$ cat src/rtl/asm_mult_ctrl_if.sv
// Start/done handshake and operand/result bus for the shift-add multiply engine.
interface asm_mult_ctrl_if #(
    parameter int WIDTH = 4
);
    logic                   start;
    logic [WIDTH-1:0]       multiplicand;
    logic [WIDTH-1:0]       multiplier;
    logic                   busy;
    logic                   done;
    logic [2*WIDTH-1:0]     product;

    modport master (
        output start,
        output multiplicand,
        output multiplier,
        input  busy,
        input  done,
        input  product
    );

    modport slave (
        input  start,
        input  multiplicand,
        input  multiplier,
        output busy,
        output done,
        output product
    );
endinterface

$ cat src/rtl/asm_mult_ctrl.sv
// ASM-controlled shift-add unsigned multiplier (registers B, A, Q, carry E, counter P).
// Optional ASM_MULT_SKIP_ZERO_EN: a zero operand jumps straight from IDLE to DONE.
module asm_mult_ctrl #(
    parameter int WIDTH = 4
) (
    input  logic               clk,
    input  logic               rst_b,
    asm_mult_ctrl_if.slave     bus,
    output logic [1:0]         state,
    output logic [3:0]         state_dec
);
    localparam int PW = $clog2(WIDTH + 1);

    typedef enum logic [1:0] {
        IDLE  = 2'b00,
        ADD   = 2'b01,
        SHIFT = 2'b10,
        DONE  = 2'b11
    } state_t;

    state_t             state_q, state_d;
    logic [WIDTH-1:0]   a_q, a_d;
    logic [WIDTH-1:0]   b_q, b_d;
    logic [WIDTH-1:0]   q_q, q_d;
    logic               e_q, e_d;
    logic [PW-1:0]      p_q, p_d;
    logic [2*WIDTH-1:0] product_q, product_d;
    logic [WIDTH:0]     sum;

    assign sum = {1'b0, a_q} + {1'b0, b_q};

    always_ff @(posedge clk or negedge rst_b) begin
        if (!rst_b) begin
            state_q   <= IDLE;
            a_q       <= '0;
            b_q       <= '0;
            q_q       <= '0;
            e_q       <= 1'b0;
            p_q       <= '0;
            product_q <= '0;
        end else begin
            state_q   <= state_d;
            a_q       <= a_d;
            b_q       <= b_d;
            q_q       <= q_d;
            e_q       <= e_d;
            p_q       <= p_d;
            product_q <= product_d;
        end
    end

    always_comb begin
        state_d   = state_q;
        a_d       = a_q;
        b_d       = b_q;
        q_d       = q_q;
        e_d       = e_q;
        p_d       = p_q;
        product_d = product_q;

        case (state_q)
            IDLE: begin
                if (bus.start) begin
                    b_d     = bus.multiplicand;
                    q_d     = bus.multiplier;
                    a_d     = '0;
                    e_d     = 1'b0;
                    p_d     = PW'(WIDTH);
                    state_d = ADD;
`ifdef ASM_MULT_SKIP_ZERO_EN
                    if ((bus.multiplicand == '0) || (bus.multiplier == '0)) begin
                        q_d     = '0;
                        state_d = DONE;
                    end
`endif
                end
            end
            ADD: begin
                p_d = p_q - PW'(1);
                if (q_q[0]) begin
                    {e_d, a_d} = sum;
                end
                state_d = SHIFT;
            end
            SHIFT: begin
                a_d = {e_q, a_q[WIDTH-1:1]};
                q_d = {a_q[0], q_q[WIDTH-1:1]};
                e_d = 1'b0;
                // P already holds the post-decrement count from the preceding ADD
                state_d = (p_q == '0) ? DONE : ADD;
            end
            DONE: begin
                state_d = IDLE;
            end
            default: begin
                state_d = IDLE;
            end
        endcase

        // Capture the finished {A,Q} only on the edge entering DONE so product never shows partial sums
        if ((state_d == DONE) && (state_q != DONE)) begin
            product_d = {a_d, q_d};
        end
    end

    assign state       = state_q;
    assign state_dec   = 4'b0001 << state_q;
    assign bus.busy    = (state_q == ADD) || (state_q == SHIFT);
    assign bus.done    = (state_q == DONE);
    assign bus.product = product_q;
endmodule

$ cat src/flat_wrapper.sv
// flat-port wrapper written by rule: the top's interface ports become plain ports
module asm_mult_ctrl_flat 
#(
    parameter int WIDTH = 4
)
  (clk, rst_b, state, state_dec, bus_start, bus_multiplicand, bus_multiplier, bus_busy, bus_done, bus_product);
  asm_mult_ctrl_if #(.WIDTH(WIDTH)) bus_i ();
  input  logic clk;
  input  logic rst_b;
  output logic [1:0] state;
  output logic [3:0] state_dec;
  input wire logic [$bits(bus_i.start)-1:0] bus_start;
  input wire logic [$bits(bus_i.multiplicand)-1:0] bus_multiplicand;
  input wire logic [$bits(bus_i.multiplier)-1:0] bus_multiplier;
  output wire logic [$bits(bus_i.busy)-1:0] bus_busy;
  output wire logic [$bits(bus_i.done)-1:0] bus_done;
  output wire logic [$bits(bus_i.product)-1:0] bus_product;
  assign bus_i.start = bus_start;
  assign bus_i.multiplicand = bus_multiplicand;
  assign bus_i.multiplier = bus_multiplier;
  assign bus_busy = bus_i.busy;
  assign bus_done = bus_i.done;
  assign bus_product = bus_i.product;
  asm_mult_ctrl #(.WIDTH(WIDTH)) u_core (.clk(clk), .rst_b(rst_b), .bus(bus_i), .state(state), .state_dec(state_dec));
endmodule
$ cat config.mk
export PLATFORM = sky130hd
export DESIGN_NAME = asm_mult_ctrl_flat
export DESIGN_NICKNAME = d
export VERILOG_FILES = /design/src/rtl/asm_mult_ctrl_if.sv /design/src/rtl/asm_mult_ctrl.sv /design/src/flat_wrapper.sv
export SDC_FILE = /design/constraint.sdc
export NUM_CORES = 1
export LEC_CHECK = 0
export ABC_CLOCK_PERIOD_IN_PS = 2200
export CAP_MARGIN = 0
export CORE_MARGIN = 2
export CORE_UTILIZATION = 51
export DETAILED_ROUTE_END_ITERATION = 10
export GPL_TIMING_DRIVEN = 1
export MAX_ROUTING_LAYER = met4
export PLACE_DENSITY_LB_ADDON = 0.1
export SETUP_SLACK_MARGIN = 0.05
export SLEW_MARGIN = 20
export SYNTH_ARGS = -nofsm -noshare
export SYNTH_HDL_FRONTEND = slang
export SYNTH_SLANG_ARGS = --single-unit
$ cat constraint.sdc
create_clock -name clk -period 2.2 [get_ports clk]
set_clock_uncertainty 0.15 [all_clocks]
set_input_delay 0.22 -clock clk [delete_from_list [all_inputs] [get_ports clk]]
set_output_delay 0.22 -clock clk [all_outputs]
set_load 0.02 [all_outputs]
# == Word level (Yosys, flattened, before mapping) ==
# Index checks and enable logic that the tools add are counted.
# W data, S select, Z words.
# op_classes
add_sub_neg,2
n_eq_ne,7
n_shift,1
muxes,13
n_reduce_logical,9
# ops
cell,count
$mux W4,3
$pmux W4 S3,1
$pmux W2 S4,1
$pmux W4 S2,1
$eq A2 B2 Y1 const B,3
$pmux W3 S2,1
$add A4 B4 Y5,1
$mux W2,2
$ne A2 B2 Y1 const B,2
$reduce_and A2 Y1,2
$shl A1 B2 Y4 const A,1
$logic_not A3 Y1,1
$mux W3,1
$pmux W1 S3,1
$reduce_and A3 Y1,1
$reduce_bool A3 Y1,1
$sub A3 B1 Y3 const B,1
$eq A2 B1 Y1 const B,1
$logic_not A2 Y1,1
$mux W1,2
$ne A2 B1 Y1 const B,1
$reduce_bool A2 Y1,1
$logic_and A1 B1 Y1,1
$logic_or A1 B1 Y1,1
# totals
reg_bits,26
in_bits,11
out_inout_bits,16
word_cells,39

# == Logic depth before layout (Yosys ltp) ==
# depth
word_depth,5
ltp_mapped,7
depth_no_buf,6

# == Worst setup path before layout ==
# No wires, ideal clock.
# synth_path
path_type,reg2reg
startpoint,reg u_core.state_q[0] (netlist: u_core.state[0])
endpoint,reg u_core.product_q[5] (netlist: u_core.bus.product[5])
setup_ns,0.125
arrival_ns,1.868
required_ns,1.925
path_slack_ns,0.057
stages_incl_launch_ff,8
path_buffers,1
cell_sequence,dfrtp_1 > inv_1 > ha_1 > buf_6 > nor2_1 > a21oi_2 > nand3b_4 > mux2_4
# synth_between
elab_chain_len,4
word_cells_on_any_way,10
classes_between,5 x eq/ne; 3 x mux; 2 x reduce/logical
# synth_lines
item,line_no,rtl
"start, declared",asm_mult_ctrl.sv:21,"state_t state_q, state_d;"
"start signal, assigned",asm_mult_ctrl.sv:42,state_q <= state_d;
"$eq A2 B2 Y1, or another cell as far along",asm_mult_ctrl.sv:61,case (state_q)
$pmux W2 S4 *,asm_mult_ctrl.sv:61,
net u_core.state_d[0],asm_mult_ctrl.sv:21,
$eq A2 B2 Y1 *,asm_mult_ctrl.sv:101,if ((state_d == DONE) && (state_q != DONE)) begin
$logic_and A1 B1 Y1 *,asm_mult_ctrl.sv:101,
"end signal, assigned",asm_mult_ctrl.sv:48,product_q <= product_d;
"end, declared",asm_mult_ctrl.sv:27,"logic [2*WIDTH-1:0] product_q, product_d;"
# Mark *: on every way through the listed nets, which the timed path passes. The rest lies on a longest branch.
# A chain may end at the register's enable or synchronous reset.

# == Final worst setup path ==
# layout_path
startpoint,reg u_core.b_q[0]
endpoint,reg u_core.product_q[6] (netlist: u_core.bus.product[6])
# layout_between
elab_chain_len,3
# layout_lines
item,line_no,rtl
"start, declared",asm_mult_ctrl.sv:23,"logic [WIDTH-1:0] b_q, b_d;"
"start signal, assigned",asm_mult_ctrl.sv:36,b_q <= '0;
"start signal, assigned",asm_mult_ctrl.sv:44,b_q <= b_d;
$add A4 B4 Y5,asm_mult_ctrl.sv:30,"assign sum = {1'b0, a_q} + {1'b0, b_q};"
$mux W4,asm_mult_ctrl.sv:80,if (q_q[0]) begin
$pmux W4 S3,asm_mult_ctrl.sv:61,
net u_core.a_d[2],asm_mult_ctrl.sv:22,"logic [WIDTH-1:0] a_q, a_d;"
# The timed path passes the listed nets, and every way through them passes these cells.

==> flow_summary.toml <==
[hold_path]
hold_path.class = "primary input to asynchronous set/reset pin"

[grt]
grt_pass1_vias = 1122
grt.overflow.total = 0
antenna_found_initial = 0
globalRouteTotalUtil_pct = 20.9
grt_max_degree = 27
grt_pass1_wl_um = 5150

[sta]
slew_viol_final = 0
setup_viol = 0
setup-tns-final_ps = 0
finalCriticalPeriod_ps = 2030
slew_headroom_pct = 71.2
tightestPinTransition_ps = 430
fin_crit_sh_pct = 92.4
clock.fmax_mhz = 492
grt_setup_unrepaired = "yes"
finalHoldViolations = 0

[worst_setup_path]
reg2reg_to = "u_core.bus.product[6]"
cp.arrival_ps = 2120
critPathKind = "flip-flop to flip-flop"
critPathCaptureType = "flip-flop"
cp-startpoint = "u_core.b_q[0]"
rrSetupSlack_ps = 170
crit_family = "adder cells"
path_max_fanout = 2
reg2reg_depth = 6
worst-path-buf-inv = 0
path_depth = 6
slowest_delay_ps = 420
crit_path_end = "u_core.bus.product[6]"
worst_path_max_delay_cell = "dfrtp_1"
worstPathCellList = "ha_1 > fa_1 > xnor2_1 > a2bb2oi_1 > o22ai_1 > mux2_4"
worstPathRequired_ps = 2290
critPathLaunchType = "flip-flop"
r2r_start = "u_core.b_q[0]"

[synthesis]
synth.avg_cell_area_sq_um = 11.5
synth_top_area_share_pct = 44.1
seq_area_frac_synth_pct = 44.1
synth_edf_count = 0
syn_area_sq_um = 1480
synthTopCellsByCount = "dfrtp_1 (26), ha_1 (10), inv_1 (10), nand2_1 (10)"
synth_area_leaders = "dfrtp_1 (44%), ha_1 (8.5%), mux2_4 (7.1%)"
ys.flop_type = "dfrtp_1"
yosysMostFrequentCell = "dfrtp_1"
synth_seq_cells = 26
synth_cell_type_count = 34
async_reset_ff_share_pct = 100
synth_area_leader_cell = "dfrtp_1"
syn-num-nets = 150
ys_warn_count = 0
netlist_instances = 128

[clock_tree]
cts.path.max_buffers = 2
cts-buffers-inserted = 3
clkSinkCount = 26
post_cts_buffers = 0
cts_root_buf = "clkbuf_4"
clock_latency_ps = 330
clk_pin_slew_worst_paths_ps = 150
cts_tree = "done"
htree_levels = 1

[flow_run]
cap_violations = 0

[die]
die_x_um = 57.8
dieArea_sq_um = 3340
coreArea_sq_um = 2760
ios = 27
initial_core_util_pct = 53.5
placementRows = 19
dieHeight_um = 57.8

[detailed_routing]
wirelength_um = 3070
vias = 1080
via_per_inst = 5.68
drtIter0Drc = 42
dr.pass1.iters = 4
route.antenna.remaining_nets = 0
wl_per_cell_um = 16.2
drc_errors = 0

[status]
status = "completed"

[placement]
gp_congestion = 0.774
post-place-cells = 186
dp_hpwl_um = 2250
io_buffers = 26
place_area_sq_um = 1780

[final_layout]
diodes = 0
fin_area_sq_um = 1860
fin_cells = 190
nFillCells = 222
nets = 182
syn_to_final_growth_pct = 26.1
drive_gt1_share_pct = 23.3

[pwr]
switching_share_pct = 41.3
pwr-share-comb_pct = 59.7
p_int_uw = 1730
p_leak_uw = 0.000902
p_per_area_nw_per_um2 = 1590
p_clk_share_pct = 11.2
ir_worst_vdd_mv = 1.11
power.share.sequential_pct = 29.2
power_switching_uw = 1220
-- layer usage --
| metal | GRT usage (%) | wire length [um] | vias to the layer above |
|---|---|---|---|
| met4 | 5.98 | 20 | 0 |
| met3 | 2.01 | 104 | 2 |
| met5 | - | 0 | - |
| met1 | 26.4 | 1390 | 531 |
| li1 | - | - | 522 |
| met2 | 35.7 | 1560 | 25 |
-- state kept, by name, summed over array words and instances, names as in the netlist --
register and flops:
u_core.a_q 4, u_core.b_q 4, u_core.bus.product 8, u_core.e_q 1, u_core.p_q 3, u_core.q_q 4, u_core.state 2
-- cells in the final DEF, fill, tap and decap left out, types with 5 or more instances in the layout --
master | Yosys | layout
mux2_4 | 7 | 7
ha_1 | 10 | 6
a22oi_1 | 5 | 5
clkdlybuf4s50_1 | 0 | 21
mux2_2 | 7 | 7
o21ai_0 | 5 | 5
a21oi_1 | 6 | 6
dfrtp_1 | 26 | 25
nand2_1 | 10 | 10
inv_1 | 10 | 9
buf_4 | 1 | 6
-- area by class of cell --
cell class,instances,area [sq um],area share (%)
timing repair buffer,32,303,16.3
clock inverter,1,30.0,1.61
sequential,26,652,35.0
inverter,10,37.5,2.02
clock buffer,3,22.5,1.21
tap,31,38.8,2.08
multi-input combinational,87,777,41.8
-- how the worst min path moves through the flow --
stage	start	slack, ps	cells past startpoint	endpoint
after floorplan	rst_b	-230	0	u_core.a_q[0]
after global placement	u_core.bus.product[0]	350	1	u_core.bus.product[0]
after detailed placement	u_core.bus.product[5]	340	1	u_core.bus.product[5]
after CTS	rst_b	100	2	u_core.bus.product[6]
after global routing	rst_b	110	2	u_core.q_q[0]
final	rst_b	90	2	u_core.state[1]
-- power groups by stage --
stage	clock, uW	combinational, uW	sequential, uW
2_1_floorplan	0	1090	932
4_1_cts	336	1730	857
6_report	330	1760	860
5_1_grt	352	1930	890
3_5_place_dp	0	1740	859
3_3_place_gp	0	1700	853
-- what timing repair did --
action	in CTS	in global routing
hold buffers	0	0
endpoints found under the hold margin	0	0
endpoints found under the setup margin	5	10
gates resized for setup	6	8
-- per-stage QoR --
step	hold WS, ps	setup slack [ps]	power, uW	util [%]
3_3_place_gp	347	93.1	2550	64.5
2_1_floorplan	-226	56.6	2020	-
3_5_place_dp	343	29.5	2600	64.5
4_1_cts	97.3	54.7	2920	66.4
5_1_grt	112	48.8	3170	67.5
6_report	92.4	168	2950	67.5
-- cells by family after synthesis --
family                   Yosys count  share of synthesized area [%]
buffers and inverters             15                           5.26
flip-flops                        26                           44.1
adder cells (fa/ha/maj)           11                           9.84
XOR/XNOR                           2                           1.19
AND/OR/NAND/NOR                   28                           12.1
multiplexers                      14                           12.5
AO/OA/AOI/OAI                     32                           15.0
No activity file was read; power rests on OpenSTA's default activity.
